===== src/rtl/score_pkg.sv =====
// Shared types for the score counter and the 7-segment display path.
package score_pkg;

  // One BCD digit, 0..9
  typedef logic [3:0] bcd_digit_t;

  localparam bcd_digit_t BCD_MAX = 4'd9;

  // Four BCD digits, index 3 = thousands, index 0 = ones
  typedef bcd_digit_t [3:0] score_t;

  localparam score_t SCORE_ZERO = 16'h0000;
  localparam score_t SCORE_MAX  = 16'h9999;

  // Digit-serial add sequence
  typedef enum logic [2:0] {
    IDLE   = 3'd0,
    ADD0   = 3'd1,
    ADD1   = 3'd2,
    ADD2   = 3'd3,
    ADD3   = 3'd4,
    COMMIT = 3'd5
  } state_e;

  // BCD magnitude compare. Thousands sit in the top nibble and every nibble
  // is a legal digit, so the packed vector orders exactly like the number.
  function automatic logic bcd_gt(input score_t a, input score_t b);
    return (a > b);
  endfunction

endpackage


===== src/rtl/bcd_digit_add.sv =====
// Single BCD digit adder with carry, shared by all four add steps.
module bcd_digit_add
  import score_pkg::*;
(
  input  bcd_digit_t digit,
  input  bcd_digit_t addend,
  input  logic       carry_in,
  output bcd_digit_t digit_out,
  output logic       carry_out
);

  logic [4:0] sum_s;

  // Binary sum then decimal correction when it exceeds 9
  always_comb begin
    sum_s = 5'(digit) + 5'(addend) + 5'(carry_in);
    if (sum_s > 5'd9) begin
      digit_out = 4'(sum_s - 5'd10);
      carry_out = 1'b1;
    end else begin
      digit_out = sum_s[3:0];
      carry_out = 1'b0;
    end
  end

endmodule


===== src/rtl/score_bcd_counter.sv =====
// 4-digit BCD score accumulator, one digit per cycle, committed atomically.
// Optional high-score register and display mux: define SCORE_HISCORE_EN.
module score_bcd_counter
  import score_pkg::*;
#(
  parameter int SATURATE   = 1,
  parameter int MAX_POINTS = 9
) (
  input  logic       clk_100MHz,
  input  logic       reset_n,
  input  logic       clear,
  input  logic       add_valid,
  input  logic [3:0] add_points,
  output logic       add_ready,
  output logic       add_done,
  output logic       overflow,
  input  logic       show_high,
  output logic [3:0] ones,
  output logic [3:0] tens,
  output logic [3:0] hundreds,
  output logic [3:0] thousands
);

  localparam bcd_digit_t MAX_ADDEND = bcd_digit_t'(MAX_POINTS);

  state_e     state_q, state_d;
  score_t     work_q, work_d;
  score_t     commit_q, commit_d;
  bcd_digit_t addend_q, addend_d;
  logic       carry_q, carry_d;
  logic       overflow_q, overflow_d;
  logic       done_q, done_d;

  bcd_digit_t add_digit_s, add_in_s, add_sum_s;
  logic       add_cin_s, add_cout_s;
  logic       accept_s;

  assign add_ready = (state_q == IDLE) & ~clear;
  assign accept_s  = add_valid & add_ready;

  bcd_digit_add u_add (
    .digit     (add_digit_s),
    .addend    (add_in_s),
    .carry_in  (add_cin_s),
    .digit_out (add_sum_s),
    .carry_out (add_cout_s)
  );

  // Steer the digit owned by the current add step through the shared adder
  always_comb begin
    add_digit_s = 4'd0;
    add_in_s    = 4'd0;
    add_cin_s   = 1'b0;
    case (state_q)
      ADD0: begin add_digit_s = work_q[0]; add_in_s  = addend_q; end
      ADD1: begin add_digit_s = work_q[1]; add_cin_s = carry_q;  end
      ADD2: begin add_digit_s = work_q[2]; add_cin_s = carry_q;  end
      ADD3: begin add_digit_s = work_q[3]; add_cin_s = carry_q;  end
      default: begin add_digit_s = 4'd0; end
    endcase
  end

  // Next-state logic: clear aborts everything, otherwise walk the add sequence
  always_comb begin
    state_d    = state_q;
    work_d     = work_q;
    commit_d   = commit_q;
    addend_d   = addend_q;
    carry_d    = carry_q;
    overflow_d = overflow_q;
    done_d     = 1'b0;
    if (clear) begin
      state_d    = IDLE;
      work_d     = SCORE_ZERO;
      commit_d   = SCORE_ZERO;
      carry_d    = 1'b0;
      overflow_d = 1'b0;
    end else begin
      case (state_q)
        IDLE: begin
          if (accept_s) begin
            state_d  = ADD0;
            work_d   = commit_q;
            carry_d  = 1'b0;
            addend_d = (add_points > MAX_ADDEND) ? MAX_ADDEND : add_points;
          end else begin
            state_d = IDLE;
          end
        end
        ADD0: begin work_d[0] = add_sum_s; carry_d = add_cout_s; state_d = ADD1; end
        ADD1: begin work_d[1] = add_sum_s; carry_d = add_cout_s; state_d = ADD2; end
        ADD2: begin work_d[2] = add_sum_s; carry_d = add_cout_s; state_d = ADD3; end
        ADD3: begin
          state_d = COMMIT;
          carry_d = add_cout_s;
          done_d  = 1'b1;
          if (add_cout_s && (SATURATE != 0)) begin
            work_d = SCORE_MAX;
          end else begin
            work_d[3] = add_sum_s;
          end
          if (add_cout_s) begin
            overflow_d = 1'b1;
          end else begin
            overflow_d = overflow_q;
          end
        end
        COMMIT: begin
          commit_d = work_q;
          state_d  = IDLE;
        end
        default: state_d = IDLE;
      endcase
    end
  end

  // Core state registers with synchronous active-low reset
  always_ff @(posedge clk_100MHz) begin
    if (!reset_n) begin
      state_q    <= IDLE;
      work_q     <= SCORE_ZERO;
      commit_q   <= SCORE_ZERO;
      addend_q   <= 4'd0;
      carry_q    <= 1'b0;
      overflow_q <= 1'b0;
      done_q     <= 1'b0;
    end else begin
      state_q    <= state_d;
      work_q     <= work_d;
      commit_q   <= commit_d;
      addend_q   <= addend_d;
      carry_q    <= carry_d;
      overflow_q <= overflow_d;
      done_q     <= done_d;
    end
  end

  assign add_done = done_q;
  assign overflow = overflow_q;

`ifdef SCORE_HISCORE_EN
  score_t hi_q, hi_d;
  score_t disp_q, disp_d;

  // High score follows the committed value upward; display picks score or high
  always_comb begin
    if (!clear && (state_q == COMMIT) && bcd_gt(work_q, hi_q)) begin
      hi_d = work_q;
    end else begin
      hi_d = hi_q;
    end
    disp_d = show_high ? hi_d : commit_d;
  end

  // High score survives clear; only reset zeroes it
  always_ff @(posedge clk_100MHz) begin
    if (!reset_n) begin
      hi_q   <= SCORE_ZERO;
      disp_q <= SCORE_ZERO;
    end else begin
      hi_q   <= hi_d;
      disp_q <= disp_d;
    end
  end

  assign ones      = disp_q[0];
  assign tens      = disp_q[1];
  assign hundreds  = disp_q[2];
  assign thousands = disp_q[3];
`else
  logic unused_show_high_s;
  assign unused_show_high_s = show_high;

  assign ones      = commit_q[0];
  assign tens      = commit_q[1];
  assign hundreds  = commit_q[2];
  assign thousands = commit_q[3];
`endif

endmodule


===== config.mk =====
export PLATFORM = sky130hd
export DESIGN_NAME = score_bcd_counter
export DESIGN_NICKNAME = d
export VERILOG_FILES = /design/src/rtl/score_pkg.sv /design/src/rtl/bcd_digit_add.sv /design/src/rtl/score_bcd_counter.sv
export SDC_FILE = /design/constraint.sdc
export NUM_CORES = 1
export LEC_CHECK = 0
export ABC_AREA = 1
export CORE_UTILIZATION = 40
export DETAILED_ROUTE_END_ITERATION = 10
export HOLD_SLACK_MARGIN = 0.15
export SETUP_SLACK_MARGIN = 0.02
export SYNTH_ARGS = -nofsm -noshare
export SYNTH_HDL_FRONTEND = slang
export SYNTH_HIERARCHICAL = 1
export SYNTH_SLANG_ARGS = --single-unit
export TNS_END_PERCENT = 50

===== constraint.sdc =====
create_clock -name clk_100MHz -period 3.65 [get_ports clk_100MHz]
set_clock_uncertainty 0.2 [all_clocks]
set_input_delay 0.9125 -clock clk_100MHz [delete_from_list [all_inputs] [get_ports clk_100MHz]]
set_output_delay 0.9125 -clock clk_100MHz [all_outputs]
set_load 0.05 [all_outputs]

==> results of run 1 <==
power breakdown:
| part | total (mW) | internal, mW | leakage (nW) | switching, mW |
|---|---|---|---|---|
| Combinational | 0.0862 | 0.0320 | 0.878 | 0.0543 |
| Sequential | 0.473 | 0.466 | 0.342 | 0.00713 |
| Clock | 0.328 | 0.152 | 0.0472 | 0.175 |
registers in the layout, indices dropped and copies added, names as in the netlist:
name       flops
hundreds       4
thousands      4
tens           4
work_q        16
carry_q        1
add_done       1
state_q        3
ones           4
addend_q       4
overflow       1
kinds of logic (layout without fill, tap and decap cells):
kind of cell,after synthesis,count (layout)
simple gates,161,161
buf+inv,74,111
compound gates,72,72
flops,42,42
fa+ha+maj,6,6
metrics by stage:
step | setup WS (ns) | std cells
6_report | 0.2961 | 464
5_1_grt | 0.06839 | 464
4_1_cts | 0.09556 | 464
3_5_place_dp | 0.01405 | 456
3_3_place_gp | 0.06051 | 456
2_1_floorplan | 0.1044 | 355
cell type report:
type / count / area share [%]
well taps: 72 / 3.186
inverters: 65 / 8.628
clock buffers: 6 / 2.920
flip-flops and latches: 42 / 30.13
repair buffers: 38 / 12.30
clock inverters: 2 / 0.4425
multi-input cells: 239 / 42.39
worst paths after layout:
path | to | from
worst max register to register | work_q[1] | state_q[0]
worst min-delay path | tens[1] | tens[1]
worst max-delay path | work_q[1] | state_q[0]
worst min register to register | tens[1] | tens[1]
metal layers:
| layer | vias up | global-route usage (%) | part of all wire (%) |
|---|---|---|---|
| met5 | - | 0 | 0 |
| met4 | 0 | 7.222 | 1.4 |
| met3 | 8 | 2.588 | 3.1 |
| met2 | 33 | 33.45 | 45 |
| met1 | 1012 | 27.38 | 50 |
| li1 | 1185 | - | - |
layout by cell type, fill, tap and decap left out, types with 2 or more instances in the layout:
cell,synthesis,layout
nand2_4,2,2
o2111ai_1,4,4
clkbuf_8,0,6
ha_1,4,4
dfxtp_4,0,3
nand2_2,8,9
inv_2,5,5
a21oi_1,28,28
clkdlybuf4s50_1,0,25
o21a_1,2,2
o21ai_1,5,5
dfxtp_1,42,39
inv_1,60,60
buf_4,1,13
nor2_1,45,43
nand3_2,1,2
nand2_1,81,80
nand3_1,21,20
o21ai_0,28,28
nor2_2,1,3
tightest hold or removal path, stage by stage (launching register included):
cell	delay [ns]
dfxtp_1	0.33
inv_1	0.05
a21oi_1	0.05
timing repair:
item	4_1_cts	5_1_grt
setup endpoints to repair	2	15
hold endpoints to repair	0	0
gates resized for setup	3	8
hold buffers	0	0
==> reports/results.ini, run 1 <==
[yosys]
synth-seq-cells=42
synth_top_area_share_pct=36.40
netlist_area_um2=2310
ys_seq_area_share_pct=36.40
synth_edf_count=0
synth_top_family_by_area=simple AND/OR/NAND/NOR gates
synth_compound_area_share_pct=17.44
synth_ff_type=dfxtp_1
ys_async_sr_fraction_pct=0
synth_nets=370
yosys.area_share.adder_pct=3.900
yosys.area_share.simple_pct=29.90
ys_types=27
synth_most_common_cell=nand2_1
synthMuxAreaShare_pct=0
synth_xor_area_share_pct=0
synth_top_area_cell=dfxtp_1
synthCells=355
synth_warnings=6
ys_top_cells_by_area=dfxtp_1 (36%), nand2_1 (13%), inv_1 (9.8%), nor2_1 (7.3%), a21oi_1 (6.1%)
avgSynthCellArea_um2=6.506
ys_top_cells_by_count=nand2_1 (81), inv_1 (60), nor2_1 (45), dfxtp_1 (42)

[clocking]
cts_root_buf=clkbuf_8
clockBufferDepth=2
clk_latency_ns=0.30
cts_buffers=5
cts_sinks=42
cts_tree=done
clkTransAtPathRegs_ns=0.09
h-tree-depth=2
post_cts_buffers=0

[place]
place_congestion=0.8639
dpl.hpwl_mm=4.104
port_buffers=26
place_area_um2=2706

[timing]
tns_ns=0
whs_ns=0.2672
hold_viol=0
rsz0062_at_grt=no
slew_viol_final=0
post-route-min-period_ns=3.354
finalSetupViolCount=0
relSlewSlack_pct=66.37
period_share_pct=91.89
fmax_ghz=0.2982
worst_pin_slew_ns=0.5028

[critical_path]
cp_slowest_cell=fa_1
cp.depth=19
path_class=reg -> reg
cp_top_family=adder cells
worstPathArrival_ns=3.35
crit_buf_inv=4
crit_path_max_incr_delay_ns=0.54
crit_chain=nor2_4, nand2_1, inv_1, nand2_1, o2111ai_1, fa_2, fa_1, inv_1, ha_1, a21oi_4, nand2_4, nand2_4, inv_1, nand3_2, nand2_1, inv_1, nand2_2, nor2_1, nor2_1
crit_fanout=8
worstRegToRegCells=19
worst_setup_path_start_kind=register
reg2reg_slack_ns=0.30
crit_top_cell=inv_1
critical_path_required_ns=3.65
end_kind=register

[global_route]
antenna_found_initial=0
grt_use_total_pct=20.38
grt_pass1_wl_mm=9.715
grt_max_degree=34
grt.overflow.total=0
grt_pass1_vias=2149

[route]
via_count=2238
wl_mm=5.631
drtPass1Iterations=4
via_per_inst=4.823
wl_per_cell_um=12.14
drtAntennaViolNets=0
drt_iter0_markers=129
drc=0

[final_layout]
drive_gt1_share_pct=12.76
area_growth_pct=22.43
final_cell_area_um2=2828
final_util_pct=51.04
antenna_cells=0
ff_latch_area_um2=852.1
fillerInstances=580
nets=406
multi_input_area_um2=1199

[floorplanning]
initial_core_util_pct=41.69
ios=28
fp.coreArea_um2=5540
die_h_um=77.99
die_area_um2=6082
rows=27
die_x_um=77.99

[run]
drv_cap=0

[status]
status=complete, no violations

[power]
p_leak_nw=1.267
power_density_nw_per_um2=313.6
p_total_mw=0.8869
ir_drop_mv=0.2089

[hold_path]
min_path_cells=2
hold_class=reg -> reg

(Power assumes the default switching activity.)
==> run 2: changes to the inputs <==
- ABC_AREA: 1 -> not set
==> run 2 against run 1 <==
Compared with the run above:
- the flow now finishes with violations (negative setup slack)
- register-to-register slack worse by 0.38 ns
- fmax shrank 10%
- cell count decreased by 13%
- utilization increased by 7.3 points
- synthesized cell count shrank 23%
- combinational power rose by 23%
- synthesized area decreased by 2.0%
- power increased by 1.3%
- hold slack better by 0.0085 ns
- critical endpoint unchanged
==> reports/results.ini, run 2 <==
[critical_path]
crit_fanout=5
crit_chain=mux2_4, a22oi_2, o21ai_2, fa_2, fa_2, xnor2_4, ha_4, a31o_4, o31ai_4, buf_6, nand2b_4, a221oi_4, buf_6, o21ai_2, o211a_1
critical_path_required_ns=3.65
worstRegToRegCells=15
crit_path_max_incr_delay_ns=0.42
crit_buf_inv=2
worstPathArrival_ns=3.74
cp.depth=15
cp_slowest_cell=fa_2
end_kind=register
cp_top_family=compound AO/OA/AOI/OAI gates
path_class=reg -> reg
worst_setup_path_start_kind=register

[clocking]
cts_sinks=42
h-tree-depth=2
clk_latency_ns=0.30
clockBufferDepth=2
cts_root_buf=clkbuf_8
clkTransAtPathRegs_ns=0.09
hold_buffers=0
cts_tree=done
cts_buffers=5

[yosys]
synth_edf_count=0
synth_nets=288
synth_ff_type=dfxtp_1
ys_types=46
synth_warnings=6
ys_seq_area_share_pct=37.13
synth-seq-cells=42
synth_most_common_cell=nand2_1
ys_top_cells_by_area=dfxtp_1 (37%), nand2_1 (7.8%), a21oi_1 (6.4%), o21ai_0 (3.5%), o211a_1 (3.1%)
ys_async_sr_fraction_pct=0
synthCells=273
ys_top_cells_by_count=nand2_1 (47), dfxtp_1 (42), a21oi_1 (29), o21ai_0 (16), nor2_1 (12)
synth_top_area_cell=dfxtp_1
synth_top_area_share_pct=37.13
avgSynthCellArea_um2=8.296
netlist_area_um2=2265

[power]
clkPwrFrac_pct=36.0
power_density_nw_per_um2=281.3
p_int_mw=0.6689
p_comb_share_pct=11.8
switching_share_pct=25.55
p_leak_nw=1.188
seqPwrFrac_pct=52.2
ir_drop_mv=0.2111
power.switching_mw=0.2295

[floorplanning]
die_h_um=77.25
initial_core_util_pct=41.38
ios=28
fp.coreArea_um2=5473
die_area_um2=5967
rows=27
die_x_um=77.25

[global_route]
antenna_found_initial=0
grt_pass1_vias=2123
grt_pass1_wl_mm=10.47
grt.overflow.total=0
grt_use_total_pct=22.42
grt_max_degree=21

[timing]
period_share_pct=102.4
worst_slack_ns=-0.08820
rsz0062_at_grt=yes
hold_viol=0
tns_ns=-0.8475
relSlewSlack_pct=46.62
finalSetupViolCount=14
slew_viol_final=0
whs_ns=0.2758
post-route-min-period_ns=3.738
worst_pin_slew_ns=0.7984
fmax_ghz=0.2675

[status]
status=finished with violations
violations=negative setup slack

[place]
dp_cells=392
port_buffers=26
dpl.hpwl_mm=4.413
place_congestion=0.8801
place_area_um2=2922

[final_layout]
nets=346
largest_register=work_q
fin_cells=404
final_common_cell=nand2_1
final_cell_mix=nand2_1 (47), dfxtp_1 (40), buf_4 (38)
final_util_pct=58.34
area_growth_pct=40.99
drive_gt1_share_pct=27.11
largest_reg_flops=16
final_cell_area_um2=3193
antenna_cells=0

[hold_path]
min_path_cells=1
hold_class=reg -> reg

[route]
drtAntennaViolNets=0
wl_per_cell_um=15.67
drc=0
via_count=2261
via_per_inst=5.597
drtPass1Iterations=4
drt_iter0_markers=127
wl_mm=6.332

[run]
drv_cap=0

run 2: worst paths after layout:
kind	start	end	slack [ns]
hold / removal	overflow	overflow	0.28
setup / recovery	state_q[0]	work_q[1]	-0.09
hold reg to reg	overflow	overflow	0.28
setup reg to reg	state_q[0]	work_q[1]	-0.09
run 2: power groups by stage:
stage          clock network, mW  registers [mW]  logic [mW]
2_1_floorplan                  0           0.478      0.0548
3_3_place_gp                   0           0.480      0.0930
3_5_place_dp                   0           0.480      0.0941
4_1_cts                    0.331           0.469      0.0964
5_1_grt                    0.348           0.470       0.114
6_report                   0.324           0.469       0.106
run 2: what timing repair did:
| action | CTS | global route |
|---|---|---|
| resized for setup | 11 | 21 |
| setup buffers | 2 | 2 |
| setup endpoints to repair | 15 | 17 |
| pin swaps | 12 | 16 |
run 2: per-layer routing:
layer	vias to the layer above	global-route usage [%]	part of all wire, %
met5	-	0	0
met4	0	7.358	1.1
met3	7	3.690	3.6
met2	41	35.40	46
met1	1117	30.81	49
li1	1096	-	-
run 2: kinds of logic (layout without fill, tap and decap cells):
family / Yosys count / after routing / synth area share, %
simple gates: 96 / 96 / 20.88
xor+xnor: 2 / 2 / 0.7736
mux: 8 / 8 / 3.757
buf+inv: 26 / 85 / 5.083
compound gates: 93 / 93 / 28.40
fa+ha+maj: 6 / 6 / 3.978
flops: 42 / 42 / 37.13
run 2: worst register-to-register path: cells and delay by family (launching register included):
family	cells	cell delay, ns
adder cells (fa/ha/maj)	3	0.99
flip-flops	1	0.37
buffers and inverters	2	0.34
AO/OA/AOI/OAI	7	1.19
XOR/XNOR	1	0.18
multiplexers	1	0.31
AND/OR/NAND/NOR	1	0.06
run 2: metrics by stage:
step	total power, mW	setup WS [ns]
floorplan	0.5329	-0.1562
global placement	0.5731	-0.1450
detailed placement	0.5742	-0.1556
CTS	0.8964	-0.1806
global route	0.9318	-0.2265
finish	0.8983	-0.08820
run 2: final cells by class:
type	instances	area (µm²)
Clock buffer	6	82.58
Clock inverter	2	12.51
Fill cell	521	2280
Inverter	6	22.52
Multi-Input combinational cell	205	1494
Sequential cell	42	848.3
Tap cell	72	90.09
Timing Repair Buffer	71	643.1
